### config.mk
export PLATFORM = sky130hd
export DESIGN_NAME = gf_mul_sched
export DESIGN_NICKNAME = d
export VERILOG_FILES = /design/src/rtl/gf_mul_sched.sv
export SDC_FILE = /design/constraint.sdc
export NUM_CORES = 1
export LEC_CHECK = 0
export CAP_MARGIN = 25
export CORE_ASPECT_RATIO = 1.2
export CORE_MARGIN = 5
export CORE_UTILIZATION = 44
export CTS_CLUSTER_DIAMETER = 30
export DETAILED_ROUTE_END_ITERATION = 12
export PLACE_DENSITY = 0.93
export SYNTH_ARGS = -nofsm -noshare
export SYNTH_HDL_FRONTEND = slang
export SYNTH_SLANG_ARGS = --single-unit
### constraint.sdc
create_clock -name clk_i -period 2.7 [get_ports clk_i]
set_input_delay 0.27 -clock clk_i [delete_from_list [all_inputs] [get_ports clk_i]]
set_output_delay 0.27 -clock clk_i [all_outputs]
set_load 0.02 [all_outputs]
### src/rtl/gf_mul_sched.sv
// Two-requester round-robin scheduler in front of a GF(2^M) systolic multiplier.
// Defining GF_MUL_SCHED_TIMEOUT_EN bounds the WAIT state to TMO cycles.
module gf_mul_sched #(
    parameter int unsigned M   = 7,
    parameter int unsigned TMO = 2 * M + 4
) (
    input  logic         clk_i,
    input  logic         rst_ni,
    input  logic [M:0]   f_i,
    input  logic         req0_i,
    input  logic         req1_i,
    input  logic [M-1:0] a0_i,
    input  logic [M-1:0] b0_i,
    input  logic [M-1:0] a1_i,
    input  logic [M-1:0] b1_i,
    output logic         ack0_o,
    output logic         ack1_o,
    output logic [M-1:0] c_o,
    output logic         err_o,
    output logic         busy_o,
    output logic         mul_start_o,
    output logic [M-1:0] mul_a_o,
    output logic [M-1:0] mul_b_o,
    output logic [M:0]   mul_f_o,
    input  logic [M-1:0] mul_c_i,
    input  logic         mul_over_i
);

    typedef enum logic [1:0] {StIdle, StIssue, StWait, StDone} state_e;

    state_e       state_q;
    logic         ptr_q;
    logic         id_q;
    logic         ack0_q;
    logic         ack1_q;
    logic         err_q;
    logic         busy_q;
    logic         start_q;
    logic [M-1:0] c_q;
    logic [M-1:0] a_q;
    logic [M-1:0] b_q;
    logic [M:0]   f_q;
    logic         gnt;

    // Pointer only arbitrates a tie; a lone request wins outright.
    assign gnt = (req0_i && req1_i) ? ptr_q : req1_i;

`ifdef GF_MUL_SCHED_TIMEOUT_EN
    localparam int unsigned CntW = (TMO > 1) ? $clog2(TMO + 1) : 1;
    logic [CntW-1:0] cnt_q;
    logic            tmo_hit;
    assign tmo_hit = (cnt_q == CntW'(TMO - 1));
`endif

    always_ff @(posedge clk_i or negedge rst_ni) begin
        if (!rst_ni) begin
            state_q <= StIdle;
            ptr_q   <= 1'b0;
            id_q    <= 1'b0;
            ack0_q  <= 1'b0;
            ack1_q  <= 1'b0;
            err_q   <= 1'b0;
            busy_q  <= 1'b0;
            start_q <= 1'b0;
            c_q     <= '0;
            a_q     <= '0;
            b_q     <= '0;
            f_q     <= '0;
`ifdef GF_MUL_SCHED_TIMEOUT_EN
            cnt_q   <= '0;
`endif
        end else begin
            start_q <= 1'b0;
            ack0_q  <= 1'b0;
            ack1_q  <= 1'b0;
            unique case (state_q)
                StIdle: begin
                    if (req0_i || req1_i) begin
                        id_q   <= gnt;
                        a_q    <= gnt ? a1_i : a0_i;
                        b_q    <= gnt ? b1_i : b0_i;
                        f_q    <= f_i;
                        busy_q <= 1'b1;
                        if (f_i[M]) begin
                            state_q <= StIssue;
                            start_q <= 1'b1;
                        end else begin
                            // Degenerate polynomial: report failure without using the multiplier.
                            state_q <= StDone;
                            c_q     <= '0;
                            err_q   <= 1'b1;
                            ack0_q  <= ~gnt;
                            ack1_q  <= gnt;
                        end
                    end
                end
                StIssue: begin
                    state_q <= StWait;
`ifdef GF_MUL_SCHED_TIMEOUT_EN
                    cnt_q   <= '0;
`endif
                end
                StWait: begin
                    if (mul_over_i) begin
                        state_q <= StDone;
                        c_q     <= mul_c_i;
                        err_q   <= 1'b0;
                        ack0_q  <= ~id_q;
                        ack1_q  <= id_q;
                    end
`ifdef GF_MUL_SCHED_TIMEOUT_EN
                    else if (tmo_hit) begin
                        state_q <= StDone;
                        c_q     <= '0;
                        err_q   <= 1'b1;
                        ack0_q  <= ~id_q;
                        ack1_q  <= id_q;
                    end else begin
                        cnt_q <= cnt_q + 1'b1;
                    end
`endif
                end
                StDone: begin
                    state_q <= StIdle;
                    busy_q  <= 1'b0;
                    err_q   <= 1'b0;
                    ptr_q   <= ~id_q;
                end
                default: state_q <= StIdle;
            endcase
        end
    end

    assign ack0_o      = ack0_q;
    assign ack1_o      = ack1_q;
    assign c_o         = c_q;
    assign err_o       = err_q;
    assign busy_o      = busy_q;
    assign mul_start_o = start_q;
    assign mul_a_o     = a_q;
    assign mul_b_o     = b_q;
    assign mul_f_o     = f_q;

endmodule

# == After elaboration in Yosys (flattened, before gate mapping) ==
# Cells that the tools add are included.
# totals
regBits,38
wordCells,59
output_inout_bits,34
# op_classes
reduce_logical,11
muxes,28
eq_ne,6
bitwise_logic,2
# op_table
op,count
7-bit 2-to-1 mux,5
1-bit 2-to-1 mux,14
7-bit case mux with 2 select lines,1
2-bit case mux with 4 select lines,1
4-bit AND reduction,2
2-bit 2-to-1 mux,3
"2-bit inequality test, second input constant",3
1-bit case mux with 2 select lines,3
2-bit AND reduction,3
"2-bit == test, second input constant",2
2-bit nonzero test,2
1-bit case mux with 3 select lines,1
3-bit nonzero test,1
"2-bit by 1-bit == test with 1-bit output, second input constant",1
2-bit logical NOT,1
1-bit NOT,2
1-bit logical AND,1
1-bit logical OR,1

# == Logic depth before layout (Yosys ltp) ==
# logic_depth
word_depth,6
depth_mapped,6
depth_no_buf,5

# == Worst setup path after synthesis ==
# No wires, ideal clock.
# synth_timing
path_type,register to register
from,register state_q[1]
to,"register c_q[0], in the netlist c_o[0]"
path_slack_ns,1.205
arrival_ns,1.374
setup_ns,0.121
period_less_slack_ns,1.495
stages_incl_launch_ff,5
required_time_ns,2.579
cell_sequence,dfrtp_1 -> ha_1 -> nor2b_1 -> a211o_1 -> a22o_1
# synth_via
elab_chain_cells,3
word_cells_on_any_way,8
classes_between,4 x eq/ne; 1 x mux; 3 x reduce/logical
# synth_rtl
item,line,source
start: declaration,31,state_e state_q;
start signal: assignment,57,state_q <= StIdle;
start signal: assignment,85,state_q <= StIssue;
start signal: assignment,89,state_q <= StDone;
2-bit == test / 2-bit logical NOT (equally long branches),76,unique case (state_q)
2-bit inequality test (no source line) / 2-bit nonzero test (equally long branches),n/a,
4-bit AND reduction (no source line),n/a,
end signal: assignment,106,c_q <= mul_c_i;
end: declaration,39,logic [M-1:0] c_q;
# Parallel ways exist; a longest one is shown, timed or not.
# A chain may end at the register's enable or synchronous reset.

# == Worst setup path in the final report ==
# layout_timing
from,register state_q[0]
to,"register a_q[5], in the netlist mul_a_o[5]"
# layout_via
elab_chain_cells,2
# layout_rtl
item,line,source
2-bit logical NOT,76,
2-bit AND reduction (no source line),n/a,
end signal: assignment,80,a_q <= gnt ? a1_i : a0_i;
end: declaration,40,logic [M-1:0] a_q;
# Every way passes these cells.

==> impl_metrics.tcl <==
set metrics [dict create \
    synth_flop_cell "dfrtp_1" \
    layout-drive-gt1-share_pct 6.54 \
    grt_pass1_wl_mm 7.49 \
    p_switching_uw 1150 \
    cp.required_ns 2.91 \
    die_area_um2 5260 \
    arrival_ns 2.17 \
    vias 1657 \
    ir_drop_uv 497 \
    ys_types 27 \
    cts_sinks 38 \
    dieHeight_um 78.5 \
    antenna_cells 0 \
    min_path_type "input pin to asynchronous set/reset pin" \
    crit_chain "inv_1 -> ha_1 -> o21a_1 -> buf_4 -> nor2_1 -> a21oi_1" \
    crit_type "flop to flop" \
    setup-violations-final 0 \
    cts_tree "yes" \
    grt_pass1_vias 1625 \
    p_sw_share_pct 39.9 \
    intPower_uw 1730 \
    dieWidth_um 67.1 \
    crit_path_max_incr_delay_ns 0.56 \
    syn_area_per_cell_um2 9.66 \
    finalHoldViolCount 0 \
    finalPower_uw 2880 \
    fin_skew_ns 0.00850 \
    synth_edf_count 0 \
    worst_setup_path_end_kind "flop" \
    comb_power_share_pct 52.7 \
    wl_mm 4.83 \
    post_cts_resized 0 \
    clk_path_buf_depth 2 \
    r2r_start "state_q[0]" \
    setup_tns_ns 0 \
    netlist_area_um2 1720 \
    nFillCells 299 \
    synth_fp_nets 229 \
    yosysSeqAreaShare_pct 55.3 \
    antenna_found_initial 0 \
    max_slew_margin_pct 43.6 \
    startpoint "state_q[0]" \
    p_leak_uw 0.00115 \
    clk-insertion-delay-late_ns 0.29 \
    clkPwrFrac_pct 14.0 \
    grt_overflow_total 0 \
    power_density_nw_per_um2 1080 \
    routedWlPerCell_um 15.4 \
    place.gp.congestion 0.803 \
    syn_inst 178 \
    power.share.sequential_pct 33.2 \
    drv_cap 0 \
    final.min_clock_period_ns 1.95 \
    ioPinCount 82 \
    rsz0062_at_grt "false" \
    viasPerCell 5.28 \
    grt_max_degree 39 \
    postCtsSetupRepairBufs 0 \
    initial_core_util_pct 44.7 \
    cts_made_buffers 5 \
    yosysTopAreaCell "dfrtp_1" \
    crit_fanout 16 \
    r2r_end "mul_a_o[5]" \
    max_freq_ghz 0.512 \
    slew_viol_final 0 \
    syn2layout_area_growth_pct 54.6 \
    drt_iter0_drc 182 \
    synth_warnings 0 \
    antenna_left 0 \
    coreArea_um2 3850 \
    h-tree-depth 2 \
    cp_top_family "compound AO/OA/AOI/OAI gates" \
    async_flop_share_pct 100 \
    grt_usage_pct 18.9 \
    yosys.area.top_type_share_pct 55.3 \
    hold_buffers 0 \
    num_rows 25 \
    dpl.hpwl_mm 3.56 \
    cts-root-buf "clkbuf_8" \
    fin_crit_sh_pct 72.4 \
    reg2regPathDepth 6 \
    nets 310 \
    path_clk_slew_ns 0.08 \
    reg2reg_slack_ns 0.75 \
    drc 0 \
    outcome "completed" \
    drt_first_pass_iters 4 \
    yosys-top-cells-area "dfrtp_1, a31oi_1, nand2_1" \
    cp_slowest_cell "o21a_1" \
    worstSetupStartpointType "flop" \
    worst-path-buf-inv 2 \
    worst_pin_slew_ns 0.846 \
    io_buffers 81 \
    synth-seq-cells 38 \
]
==> state kept, by name, summed over array words and instances, names as in the netlist <==
signal	flops
mul_start_o	1
ack1_o	1
c_o	7
mul_b_o	7
mul_a_o	7
ptr_q	1
mul_f_o	8
busy_o	1
ack0_o	1
err_o	1
state_q	2
id_q	1
==> cells in the final DEF, fill, tap and decap left out, drive strengths merged, types with 5 or more instances in the layout <==
cell	n
clkdlybuf4s50	80
dfrtp	38
nand2	25
o21ai	19
nor2	18
a21oi	16
a31oi	15
a22o	7
clkbuf	6
inv	5
buf	5
==> Yosys cell counts (2+ instances only) <==
master    count
inv_1         5
nand2_1      25
clkbuf_1      2
o21ai_0      18
ha_1          3
nor2b_1       3
a21oi_1      16
nor2_1       18
a31oi_1      15
buf_4         3
buf_2         6
dfrtp_1      38
nand3_1       2
mux2i_1       2
a21o_1        2
a22o_1        7
o211ai_1      3
==> worst register-to-register path, cell delays in order (launching register included) <==
cell	delay, ns
dfrtp_1	0.38
inv_1	0.10
ha_1	0.41
o21a_1	0.56
buf_4	0.26
nor2_1	0.05
a21oi_1	0.12
==> layout make-up <==
| type | count | area [um^2] | area share [%] |
|---|---|---|---|
| repair buffers | 85 | 836 | 31.5 |
| inverters | 5 | 18.8 | 0.706 |
| flip-flops and latches | 38 | 951 | 35.8 |
| well taps | 54 | 67.6 | 2.54 |
| clock inverters | 2 | 12.5 | 0.471 |
| multi-input cells | 124 | 689 | 25.9 |
| clock buffers | 6 | 82.6 | 3.11 |
==> logic make-up after synthesis <==
family,Yosys count,share of synthesized area [%]
compound gates,66,23.7
fa+ha+maj,3,2.18
buf+inv,16,4.59
flops,38,55.3
mux,2,1.16
simple gates,53,13.1
==> stage by stage <==
step	hold slack, ns	utilization [%]	worst slack [ns]	cells	area, um^2
floorplan	-0.0256	-	1.20	178	1720
global placement	0.409	66.6	0.811	306	2560
detailed placement	0.415	66.6	0.748	306	2560
CTS	0.0982	69.1	0.733	314	2660
global route	0.147	69.1	0.546	314	2660
finish	0.0772	69.1	0.746	314	2660
==> power by group through the flow <==
stage                     clock (uW)  combinational [uW]  sequential (uW)
final                            404                1520              958
after global routing             442                1640              994
after CTS                        414                1530              959
after detailed placement           0                1520              967
after global placement             0                1480              956
after floorplan                    0                 608             1210
==> layer usage <==
metal	part of all wire (%)	up-vias	GRT usage (%)
met5	0	-	0
met3	10	11	6.58
met1	38	774	22.0
met2	49	87	30.9
li1	-	785	-
met4	2.4	0	7.91
==> worst max-delay path by stage <==
stage / end / slack (ns) / cells after the start
after detailed placement: mul_a_o[5] / 0.75 / 5
final: mul_a_o[5] / 0.75 / 6
after floorplan: c_o[0] / 1.20 / 4
after global placement: mul_a_o[5] / 0.81 / 5
after global routing: mul_a_o[3] / 0.55 / 6
after CTS: mul_a_o[5] / 0.73 / 6
(Power assumes the default switching activity.)
